File: src/rtl/memory_writer_pkg.sv
// Shared types and widths for the frame writer: FSM state codes and bus widths.
package memory_writer_pkg;
  localparam int ADDR_W = 19;
  localparam int PIX_W  = 8;
  localparam int CNT_W  = 10;

  typedef logic [1:0] state_t;
  localparam state_t S_IDLE  = 2'd0;
  localparam state_t S_WRITE = 2'd1;
  localparam state_t S_DONE  = 2'd2;
endpackage

File: src/rtl/memory_writer_img_pos.sv
// img_pos_counter: row/column position of the next pixel to be written.
// Column wraps at MAX_COL-1 and bumps the row; row wraps at MAX_ROW-1.
module img_pos_counter
  import memory_writer_pkg::*;
#(
  parameter int MAX_ROW = 540,
  parameter int MAX_COL = 540
) (
  input  logic             clk,
  input  logic             rst,
  input  logic             clear_i,
  input  logic             advance_i,
  output logic [CNT_W-1:0] row_o,
  output logic [CNT_W-1:0] col_o
);

  logic [CNT_W-1:0] r_row;
  logic [CNT_W-1:0] r_col;

  always_ff @(posedge clk) begin
    if (rst || clear_i) begin
      r_row <= '0;
      r_col <= '0;
    end else if (advance_i) begin
      if (r_col == CNT_W'(MAX_COL - 1)) begin
        r_col <= '0;
        if (r_row == CNT_W'(MAX_ROW - 1)) r_row <= '0;
        else                              r_row <= r_row + 1'b1;
      end else begin
        r_col <= r_col + 1'b1;
      end
    end
  end

  assign row_o = r_row;
  assign col_o = r_col;

endmodule

File: src/rtl/memory_writer.sv
// Streams one frame of pixels into a BRAM port, one registered write per accepted pixel.
// Optional row-end pulse output enabled by macro MEMORY_WRITER_ROW_DONE_EN.
module memory_writer
  import memory_writer_pkg::*;
#(
  parameter int MAX_ROW = 540,
  parameter int MAX_COL = 540
) (
  input  logic              clk,
  input  logic              rst,
  input  logic [PIX_W-1:0]  data_i,
  input  logic              data_en_i,
  input  logic              start_i,
  output logic              ena_o,
  output logic              wea_o,
  output logic [ADDR_W-1:0] addr_o,
  output logic [PIX_W-1:0]  d2mem_o,
  output logic              busy_o,
  output logic              write_done_o,
  output logic              err_o,
  output logic [CNT_W-1:0]  cnt_img_row_o,
  output logic [CNT_W-1:0]  cnt_img_col_o
`ifdef MEMORY_WRITER_ROW_DONE_EN
  ,
  output logic              row_done_o
`endif
);

  localparam logic [ADDR_W-1:0] LAST_ADDR = ADDR_W'(MAX_ROW * MAX_COL - 1);

  if (MAX_ROW * MAX_COL > (1 << ADDR_W)) begin : g_size_check
    $error("memory_writer: MAX_ROW*MAX_COL does not fit the 19-bit address space");
  end

  state_t            r_state;
  logic [ADDR_W-1:0] r_wr_addr;
  logic [ADDR_W-1:0] r_addr;
  logic [PIX_W-1:0]  r_data;
  logic              r_we;
  logic              r_done;
  logic              r_err;
  logic [CNT_W-1:0]  r_cnt_row;
  logic [CNT_W-1:0]  r_cnt_col;

  logic              w_start;
  logic              w_accept;
  logic              w_last;
  logic              w_stray;
  logic [CNT_W-1:0]  w_row;
  logic [CNT_W-1:0]  w_col;

  assign w_start  = (r_state == S_IDLE) && start_i;
  assign w_accept = (r_state == S_WRITE) && data_en_i;
  assign w_last   = w_accept && (r_wr_addr == LAST_ADDR);
  assign w_stray  = data_en_i && (r_state != S_WRITE);

  img_pos_counter #(
    .MAX_ROW (MAX_ROW),
    .MAX_COL (MAX_COL)
  ) u_pos (
    .clk       (clk),
    .rst       (rst),
    .clear_i   (w_start),
    .advance_i (w_accept),
    .row_o     (w_row),
    .col_o     (w_col)
  );

  always_ff @(posedge clk) begin
    if (rst) begin
      r_state   <= S_IDLE;
      r_wr_addr <= '0;
      r_addr    <= '0;
      r_data    <= '0;
      r_we      <= 1'b0;
      r_done    <= 1'b0;
      r_err     <= 1'b0;
      r_cnt_row <= '0;
      r_cnt_col <= '0;
    end else begin
      r_we   <= w_accept;
      r_data <= w_accept ? data_i : '0;
      r_done <= w_last;

      // Address/position outputs hold between strobes; the final pixel leaves r_wr_addr at LAST_ADDR.
      if (w_accept) begin
        r_addr    <= r_wr_addr;
        r_cnt_row <= w_row;
        r_cnt_col <= w_col;
        if (!w_last) r_wr_addr <= r_wr_addr + 1'b1;
      end
      if (w_start) r_wr_addr <= '0;

      // A pixel arriving with the start request is dropped, so it still counts as stray.
      if (w_start)      r_err <= data_en_i;
      else if (w_stray) r_err <= 1'b1;

      case (r_state)
        S_IDLE:  if (start_i) r_state <= S_WRITE;
        S_WRITE: if (w_last)  r_state <= S_DONE;
        default: r_state <= S_IDLE;
      endcase
    end
  end

`ifdef MEMORY_WRITER_ROW_DONE_EN
  logic r_row_done;

  always_ff @(posedge clk) begin
    if (rst) r_row_done <= 1'b0;
    else     r_row_done <= w_accept && (w_col == CNT_W'(MAX_COL - 1));
  end

  assign row_done_o = r_row_done;
`endif

  assign ena_o         = r_we;
  assign wea_o         = r_we;
  assign addr_o        = r_addr;
  assign d2mem_o       = r_data;
  assign busy_o        = (r_state == S_WRITE);
  assign write_done_o  = r_done;
  assign err_o         = r_err;
  assign cnt_img_row_o = r_cnt_row;
  assign cnt_img_col_o = r_cnt_col;

endmodule

File: config.mk
export PLATFORM = sky130hd
export DESIGN_NAME = memory_writer
export DESIGN_NICKNAME = d
export VERILOG_FILES = /design/src/rtl/memory_writer_pkg.sv /design/src/rtl/memory_writer_img_pos.sv /design/src/rtl/memory_writer.sv
export SDC_FILE = /design/constraint.sdc
export NUM_CORES = 1
export LEC_CHECK = 0
export ABC_CLOCK_PERIOD_IN_PS = 5500
export CORE_UTILIZATION = 50
export CTS_BUF_LIST = sky130_fd_sc_hd__clkbuf_16
export CTS_CLUSTER_DIAMETER = 40
export DETAILED_ROUTE_END_ITERATION = 8
export MAX_ROUTING_LAYER = met4
export PLACE_DENSITY = 0.76
export SLEW_MARGIN = 30
export SYNTH_ARGS = -nofsm -noshare
export SYNTH_HDL_FRONTEND = slang
export SYNTH_HIERARCHICAL = 1
export SYNTH_SLANG_ARGS = --single-unit
export TNS_END_PERCENT = 100
File: constraint.sdc
create_clock -name clk -period 5.5 [get_ports clk]
set_clock_uncertainty 0.1 [all_clocks]
set_input_delay 1.1 -clock clk [delete_from_list [all_inputs] [get_ports clk]]
set_output_delay 1.1 -clock clk [all_outputs]
set_load 0.02 [all_outputs]
Yosys cells after proc, flatten, opt, wreduce, memory -nomap -nowiden. Cells that the tools add are included.

Register bits: 91. Bits of input ports: 12. Word-level logic and storage cells: 42.

Add/sub/neg operators: 3. Equality and inequality tests: 7. Multiplexer cells: 7. Bitwise operators: 2. Reductions and logical operators: 12.

Operator list (count): 10-bit by 1-bit adder with 10-bit output, second input constant (2); 10-bit == test, second input constant (2); 10-bit 2-to-1 mux (2); 19-bit by 1-bit adder with 19-bit output, second input constant (1); 19-bit == test, second input constant (1); 2-bit AND reduction (3); 1-bit logical AND (4); 2-bit 2-to-1 mux (2); 2-bit by 1-bit inequality test with 1-bit output, second input constant (2); 2-bit one-hot mux with 2 select lines (1); 2-bit OR reduction (2); 2-bit by 1-bit == test with 1-bit output, second input constant (1); 2-bit zero test (1); 1-bit 2-to-1 mux (2); 2-bit inequality test, second input constant (1); 1-bit inverter (2); 2-bit nonzero test (1); 1-bit logical OR (1).

Depth between registers and ports, before layout. Gate-level depths: netlist (run 1).

Depth after elaboration: 5. Depth in mapped cells: 10.

Cells and area by module. The synthesis (run 1) kept the hierarchy.

Modules (own cells, without submodules): memory_writer (instances 1, cells each 322, area each 2712.6 µm², sequential area each 1421.4 µm²); img_pos_counter (instances 1, cells each 107, area each 950.9 µm², sequential area each 400.4 µm²).

Worst setup path before layout (run 1). OpenSTA, ideal clock, no wires.

Path type: input-to-reg. From: in data_en_i. To: reg u_pos.r_row[2] (netlist: u_pos/row_o[2]). Setup time: 0.133 ns. Arrival time: 2.908 ns. Data required time: 5.267 ns. Setup slack: 2.359 ns. Stages on the path: 10. Cells stage by stage: nand3b_1 buf_2 clkinv_2 clkbuf_1 buf_2 nor4b_4 nand3_2 buf_2 o21ai_1 nor2_1.

Longest elaborated chain between the ends: 2.

RTL lines: start, declared (line memory_writer.sv:12) `input logic data_en_i,`; 1-bit logical AND (line memory_writer.sv:53) `assign w_accept = (r_state == S_WRITE) && data_en_i;`; net w_accept (line memory_writer.sv:46) `logic w_accept;`; 2-bit AND reduction (no source line); end signal, assigned (line memory_writer_img_pos.sv:28) `else r_row <= r_row + 1'b1;`; end, declared (line memory_writer_img_pos.sv:17) `logic [CNT_W-1:0] r_row;`.

The timed path passes the listed nets, and every way through them passes these cells. A chain may end at the register's enable or synchronous reset.

Worst setup path in the final report (run 1).
From: in data_en_i. To: reg u_pos.r_row[2] (netlist: u_pos/row_o[2]).

Longest elaborated chain between the ends: 2.

RTL lines (line): 1-bit logical AND (memory_writer.sv:53); 2-bit AND reduction (no source line).

No other way between the ends.

==> flow_summary.toml, run 1 <==
[pwr]
powerDensity_nw_per_um2 = 285
p_leak_nw = 1.55
irDropWorstVdd_mv = 0.155

[synth]
synthDominantAreaCellType = "dfxtp_1"
ys_warn_count = 6
synth_top_area_share_pct = 49.7
netlist_area_sq_um = 3660
yosys-top-cells-area = "dfxtp_1, nand2_1, a21oi_1"
synth_nets = 444
ys_ff_latch = 91
synth_flop_cell = "dfxtp_1"
synth_edf_count = 0
synth.most_common_cell = "nand2_1"
syn-mean-instance-area_sq_um = 8.54
async_flop_share_pct = 0
ys_seq_area_share_pct = 49.7
synth_cell_types = 45
netlist_instances = 429
yosys-top-cells-count = "nand2_1, dfxtp_1, a21oi_1"

[clocking]
cts.path.max_buffers = 2
root_buffer = "clkbuf_16"
clk-insertion-delay-late_ps = 330
post_cts_resized = 0
cts_tree = "built"
post_cts_buffers = 0
cts_inserted_buffers = 9
cts_sinks = 91
cts_hold_buf = 0
path_clk_slew_ps = 60
htreeDepth = 3

[global_routing]
antenna_found_initial = 0
grt_use_total_pct = 23.1
grt_max_degree = 52
grt_pass1_vias = 2785
grt_pass1_wl_um = 13300
overflow = 0

[run_status]
status = "completed"

[layout]
synthToLayoutAreaGrowth_pct = 26.2
final_area_sq_um = 4620
drive_gt1_share_pct = 5.74
layout.nets = 498
antenna_cells = 0

[die]
core_sq_um = 6940
rows = 30
fp.dieArea_sq_um = 7670
die_y_um = 87.6
die_w_um = 87.6
start_util_pct = 52.8
num_io_pins = 64

[sta]
final_max_slew_viol_count = 0
rsz0062_at_grt = "no"
slew_headroom_pct = 54.2
setup_tns_ps = 0
finalWorstSetupSlack_ps = 1980
finalHoldViolations = 0
max_freq_mhz = 284
layout_min_cycle_time_ps = 3520
setup_viol_count_final = 0
post-route-period-util_pct = 63.9
tightest_slew_ps = 686

[route]
routed-via-count = 3156
dr.first_iter.drc_count = 123
wire_per_inst_um = 14.0
viasPerCell = 5.40
antenna_left = 0
drcViolationCount = 0
drt_wl_total_um = 8190
drt_first_pass_iters = 4

[setup_path]
reg2reg_to = "u_pos/row_o[2]"
r2r_cells = 6
r2r-start = "r_state[1]"
r2r_slack_ps = 2870
slowest_stage = "o21ai_1"
worstSetupStartpointType = "input pin"
worstPathMaxFanout = 51
cp.required_ps = 5600
crit_path_max_incr_delay_ps = 590
crit_chain = "clkdlybuf4s50_1 -> nand3b_1 -> clkinv_2 -> nor4b_4 -> nand3_2 -> o21ai_1 -> nor2_1"
endpoint_kind = "flop"
worst_ep_arrival_time_ps = 3620
path_class = "input pin to flop"

[placement]
dp_slack_ps = 1660
placed_area_sq_um = 4330
numPortBuffers = 63
hpwl_um = 5340
gp_congestion = 0.799

[hold_path]
hp-class = "flop to flop"
min_from = "addr_o[3]"
min_to = "addr_o[3]"
whs_path_depth = 2

[flow_run]
drv_cap = 0
==> worst max-delay path: cells and delay by family <==
kind / cells / cell delay (ps)
buffers and inverters: 2 / 1000
and+or+nand+nor: 4 / 910
AOI/OAI and AO/OA: 1 / 590
==> cell type report <==
cell class | count | area, sq um
clock buffer | 9 | 225
tap | 96 | 120
sequential | 91 | 1820
multi-input combinational | 312 | 1730
timing repair buffer | 65 | 646
fill | 569 | 2320
inverter | 4 | 16.3
clock inverter | 7 | 67.6
==> power breakdown <==
group,switching [mW],total [mW],internal (mW)
logic,0.0369,0.0556,0.0187
registers,0.00230,0.665,0.662
clock network,0.249,0.599,0.350
total,0.288,1.32,1.03
==> layer usage <==
| metal | vias to the layer above | global-route usage [%] | share of wire [%] |
|---|---|---|---|
| met5 | - | - | 0 |
| met4 | 0 | 9.69 | 1.7 |
| met3 | 10 | 3.77 | 4.0 |
| met2 | 72 | 37.4 | 49 |
| met1 | 1494 | 28.5 | 46 |
| li1 | 1580 | - | - |
==> layout by cell type, fill, tap and decap left out, types with 6 or more instances in the layout <==
cell and count:
a21oi_1 49, clkdlybuf4s50_1 63, o21ai_0 6, xor2_1 16
nor2_1 34, xnor2_1 6, dfxtp_1 91, or3_1 6
and2_1 11, clkbuf_16 9, or4_1 8, nand4_1 12
nand2_1 97, nand3_1 15, nor4_1 6
==> cells by family after synthesis <==
kind of cell,share of synthesized area [%]
AOI/OAI and AO/OA,10.0
xor gates and xnor gates,5.26
adders and majority gates,1.02
buffers and inverters,3.11
DFF,49.7
muxes,0.546
and+or+nand+nor,30.3
==> registers in the layout (all words and copies together) (netlist names) <==
| signal | flops |
|---|---|
| err_o | 1 |
| write_done_o | 1 |
| u_pos/row_o | 10 |
| ena_o | 1 |
| cnt_img_col_o | 10 |
| d2mem_o | 8 |
| r_state | 2 |
| u_pos/col_o | 10 |
| addr_o | 19 |
| r_wr_addr | 19 |
| cnt_img_row_o | 10 |
==> worst max path at each step <==
stage / start / end / slack (ps) / depth (start not counted)
after floorplan: data_en_i / u_pos/row_o[2] / 2360 / 10
after global placement: data_en_i / u_pos/row_o[8] / 1760 / 7
after detailed placement: data_en_i / u_pos/row_o[8] / 1660 / 7
after CTS: data_en_i / u_pos/row_o[8] / 2000 / 7
after global routing: data_en_i / u_pos/row_o[7] / 1780 / 7
final: data_en_i / u_pos/row_o[2] / 1980 / 7
==> metrics by stage <==
step | utilization (%) | total power [mW] | hold WS [ps] | std cells
2_1_floorplan | - | 0.714 | 348 | 429
3_3_place_gp | 62.4 | 0.733 | 342 | 568
3_5_place_dp | 62.4 | 0.735 | 347 | 568
4_1_cts | 66.6 | 1.33 | 356 | 584
5_1_grt | 66.6 | 1.36 | 367 | 584
6_report | 66.6 | 1.32 | 351 | 584
No activity file was read; power rests on OpenSTA's default activity.
==> inputs of run 2 (changes only) <==
--- a/config.mk
+++ b/config.mk
@@ -5,7 +5,7 @@
 export SDC_FILE = /design/constraint.sdc
 export NUM_CORES = 1
 export LEC_CHECK = 0
-export ABC_CLOCK_PERIOD_IN_PS = 5500
+export ABC_CLOCK_PERIOD_IN_PS = 3650
 export CORE_UTILIZATION = 50
 export CTS_BUF_LIST = sky130_fd_sc_hd__clkbuf_16
 export CTS_CLUSTER_DIAMETER = 40
==> constraint.sdc (replaced) <==
create_clock -name clk -period 3.65 [get_ports clk]
set_clock_uncertainty 0.1 [all_clocks]
set_input_delay 0.73 -clock clk [delete_from_list [all_inputs] [get_ports clk]]
set_output_delay 0.73 -clock clk [all_outputs]
set_load 0.02 [all_outputs]
==> flow_summary.toml, run 2 (synthesis results as in run 1) <==
[clocking]
post_cts_resized = 0
post_cts_buffers = 0
clk-insertion-delay-late_ps = 340
cts_tree = "built"
cts_hold_buf = 0
root_buffer = "clkbuf_16"
path_clk_slew_ps = 60
cts_inserted_buffers = 9
cts_sinks = 91
cts.path.max_buffers = 2
htreeDepth = 3

[die]
start_util_pct = 52.8
die_y_um = 87.6
die_w_um = 87.6
rows = 30
num_io_pins = 64
core_sq_um = 6940
fp.dieArea_sq_um = 7670

[placement]
numPortBuffers = 63
hpwl_um = 5350
placed_area_sq_um = 4340
gp_congestion = 0.829

[sta]
slew_headroom_pct = 57.1
post-route-period-util_pct = 72.6
final_max_slew_viol_count = 0
setup_viol_count_final = 0
tightest_slew_ps = 643
setup_tns_ps = 0
max_freq_mhz = 378
layout_min_cycle_time_ps = 2650
finalHoldViolations = 0
rsz0062_at_grt = "no"

[setup_path]
startpoint = "data_en_i"
setup.worst_path.end = "u_pos/row_o[8]"
reg2reg_to = "u_pos/row_o[8]"
r2r_slack_ps = 1500
worst_ep_arrival_time_ps = 2810
worstPathMaxFanout = 17
path_class = "input pin to flop"
cp.required_ps = 3810
endpoint_kind = "flop"
worstSetupStartpointType = "input pin"
r2r_cells = 6
r2r-start = "r_state[1]"

[global_routing]
antenna_found_initial = 0
grt_pass1_vias = 3087
met3_usage_pct = 2.92
grt_pass1_wl_um = 13500
overflow = 0
met1_usage_pct = 27.3
top_usage_layer = "met2"
grt_max_degree = 49
grt_use_total_pct = 23.0
use_met2_pct = 39.1

[layout]
antenna_cells = 0
final_area_sq_um = 4630
layout.nets = 499
synthToLayoutAreaGrowth_pct = 26.4
final_common_cell = "nand2_1"
drive_gt1_share_pct = 5.73
final_cell_mix = "nand2_1, dfxtp_1, clkdlybuf4s50_1"

[flow_run]
drv_cap = 0

[route]
drt_wl_total_um = 7850
drcViolationCount = 0
drt_first_pass_iters = 4
dr.first_iter.drc_count = 133
wire_per_inst_um = 13.4
antenna_left = 0
routed-via-count = 3149
viasPerCell = 5.38

[pwr]
powerDensity_nw_per_um2 = 429
p_leak_nw = 1.55
irDropWorstVdd_mv = 0.269

[hold_path]
hp-class = "flop to flop"

[run_status]
status = "completed"
run 2: cell count changes in the layout (fill, tap and decap cells not counted):
cell / change
clkinv_1: +1
clkinv_4: +1
clkinvlp_4: -1
clkinv_2: -1
buf_4: +1
run 2: how the worst min path moves through the flow:
| stage | from | endpoint | slack [ps] | depth (start not counted) |
|---|---|---|---|---|
| after CTS | addr_o[13] | addr_o[13] | 360 | 2 |
| after global placement | cnt_img_row_o[7] | cnt_img_row_o[7] | 340 | 2 |
| after detailed placement | cnt_img_col_o[3] | cnt_img_col_o[3] | 350 | 2 |
| after floorplan | u_pos/row_o[9] | cnt_img_row_o[9] | 350 | 2 |
| after global routing | addr_o[10] | addr_o[10] | 380 | 2 |
| final | addr_o[16] | addr_o[16] | 350 | 2 |
run 2: layout make-up:
cell class	count	area, sq um
fillers	571	2310
flip-flops and latches	91	1820
multi-input cells	312	1730
repair buffers	66	653
clock buffers	9	225
well taps	96	120
clock inverters	7	67.6
inverters	4	16.3
run 2: metal layers:
metal  vias to the layer above  wire length [um]
li1                       1580                 -
met1                      1499              3600
met2                        64              3920
met3                         6               280
met4                         0                61
met5                         -                 0
run 2: worst max-delay path, stage by stage:
cell             delay, ps
clkdlybuf4s50_1        490
nand3b_1               120
clkinv_2               130
nor4b_4                280
nand3_2                290
or4_1                  600
a21oi_1                160
run 2: power by group:
group          total (mW)  leakage [nW]  internal, mW  switching [mW]
Combinational      0.0828         0.679        0.0288          0.0540
Clock               0.904         0.141         0.528           0.376
Sequential           1.00         0.734         0.998         0.00322
run 2: metrics by stage:
stage / std cells / setup WS [ps] / util, % / hold slack [ps] / total power, mW
CTS: 585 / 1020 / 66.7 / 358 / 2.01
floorplan: 429 / 879 / - / 348 / 1.08
detailed placement: 569 / 690 / 62.5 / 346 / 1.11
global route: 585 / 788 / 66.7 / 375 / 2.05
finish: 585 / 1000 / 66.7 / 354 / 1.99
global placement: 569 / 769 / 62.5 / 343 / 1.11
==> inputs of run 3 (changes only) <==
--- a/config.mk
+++ b/config.mk
@@ -5,7 +5,7 @@
 export SDC_FILE = /design/constraint.sdc
 export NUM_CORES = 1
 export LEC_CHECK = 0
-export ABC_CLOCK_PERIOD_IN_PS = 3650
+export ABC_CLOCK_PERIOD_IN_PS = 2500
 export CORE_UTILIZATION = 50
 export CTS_BUF_LIST = sky130_fd_sc_hd__clkbuf_16
 export CTS_CLUSTER_DIAMETER = 40
==> constraint.sdc (replaced) <==
create_clock -name clk -period 2.5 [get_ports clk]
set_clock_uncertainty 0.1 [all_clocks]
set_input_delay 0.5 -clock clk [delete_from_list [all_inputs] [get_ports clk]]
set_output_delay 0.5 -clock clk [all_outputs]
set_load 0.02 [all_outputs]
==> flow_summary.toml, run 3 (synthesis results as in run 1) <==
[run_status]
status = "completed"

[sta]
max_freq_mhz = 435
final_max_slew_viol_count = 0
post-route-period-util_pct = 92.0
finalHoldViolations = 0
setup_viol_count_final = 0
slew_headroom_pct = 68.7
layout_min_cycle_time_ps = 2300
rsz0062_at_grt = "no"
finalWorstSetupSlack_ps = 200
tightest_slew_ps = 470

[clocking]
cts_hold_buf = 0
clk-insertion-delay-late_ps = 330
post_cts_resized = 0
cts.path.max_buffers = 2
root_buffer = "clkbuf_16"
path_clk_slew_ps = 60
cts_sinks = 91
cts_tree = "built"
htreeDepth = 3
post_cts_buffers = 0
cts_inserted_buffers = 9

[pwr]
p_leak_nw = 1.61
powerDensity_nw_per_um2 = 621
irDropWorstVdd_mv = 0.402

[route]
met2WireLength_um = 4000
wire_per_inst_um = 13.7
wl_met1_um = 3720
dr.first_iter.drc_count = 127
top_layer = "met4"
routed-via-count = 3203
drcViolationCount = 0
drt_first_pass_iters = 4
drt_wl_total_um = 8140
viasPerCell = 5.40
dr_wl_met3_um = 288
antenna_left = 0

[hold_path]
min_from = "addr_o[7]"
min_to = "addr_o[7]"
whs_path_depth = 2
hp-class = "flop to flop"

[layout]
antenna_cells = 0
synthToLayoutAreaGrowth_pct = 28.6
drive_gt1_share_pct = 7.44
final_cell_mix = "nand2_1, dfxtp_1, clkdlybuf4s50_1"
layout.nets = 507
final_area_sq_um = 4710
final_common_cell = "nand2_1"

[setup_path]
r2r_cells = 7
slowest_stage = "or4_1"
r2r-start = "r_wr_addr[0]"
crit_chain = "clkdlybuf4s50_1 -> nand3b_1 -> clkinv_2 -> nor4b_4 -> nand3_2 -> or4_1 -> a21oi_1"
worstSetupStartpointType = "input pin"
cp.required_ps = 2660
reg2reg_to = "r_wr_addr[1]"
cp_top_family = "simple AND/OR/NAND/NOR gates"
worstPathMaxFanout = 14
r2r_slack_ps = 370
endpoint_kind = "flop"
worst_ep_arrival_time_ps = 2460
path_class = "input pin to flop"
worstPathBufferInverterCount = 2
crit_path_max_incr_delay_ps = 570

[flow_run]
drv_cap = 0

[die]
die_w_um = 87.6
num_io_pins = 64
fp.dieArea_sq_um = 7670
rows = 30
start_util_pct = 52.8
die_y_um = 87.6
core_sq_um = 6940

[global_routing]
grt_pass1_wl_um = 13400
overflow = 0
antenna_found_initial = 0
grt_use_total_pct = 22.9
grt_pass1_vias = 2999
grt_max_degree = 49

[placement]
numPortBuffers = 63
hpwl_um = 5460
gp_congestion = 0.793
placed_area_sq_um = 4420
dp_slack_ps = -127
## run 3: per-stage QoR
| stage | power [mW] | hold WS (ps) | setup TNS (ps) | utilization [%] | instances |
|---|---|---|---|---|---|
| after CTS | 2.94 | 359 | 0 | 67.8 | 593 |
| after global placement | 1.62 | 343 | -194 | 63.6 | 577 |
| after floorplan | 1.57 | 348 | 0 | - | 429 |
| final | 2.93 | 357 | 0 | 67.8 | 593 |
| after detailed placement | 1.63 | 349 | -1070 | 63.6 | 577 |
| after global routing | 3.01 | 371 | 0 | 67.8 | 593 |
## run 3: cell type report
cell class / instances / area, sq um
Timing Repair Buffer: 74 / 726
Inverter: 4 / 16.3
Fill cell: 567 / 2230
Tap cell: 96 / 120
Clock buffer: 9 / 225
Sequential cell: 91 / 1820
Multi-Input combinational cell: 312 / 1730
Clock inverter: 7 / 68.8
## run 3: tightest hold or removal path, stage by stage (launching register included)
cell     delay (ps)
dfxtp_1         310
nand2_1          50
a21oi_1          50
## run 3: worst max-delay path by stage
stage / startpoint / slack (ps) / endpoint / cells past startpoint
after floorplan: data_en_i / 2 / u_pos/row_o[5] / 9
after global placement: data_en_i / -40 / u_pos/row_o[5] / 7
after detailed placement: data_en_i / -130 / u_pos/row_o[8] / 7
after CTS: data_en_i / 220 / u_pos/row_o[8] / 7
after global routing: data_en_i / 70 / u_pos/row_o[8] / 7
final: data_en_i / 200 / u_pos/row_o[8] / 7
## run 3: metal layers
layer	track usage (%)	vias up
li1	-	1602
met1	27.5	1514
met2	39.1	76
met3	2.92	11
met4	8.94	0
met5	-	-
## run 3: power by group
| group | leakage, nW | switching, mW | internal (mW) | total, mW |
|---|---|---|---|---|
| Sequential | 0.734 | 0.00490 | 1.46 | 1.46 |
| Combinational | 0.723 | 0.0816 | 0.0490 | 0.131 |
| Clock | 0.149 | 0.561 | 0.773 | 1.33 |
| Total | 1.61 | 0.648 | 2.28 | 2.93 |
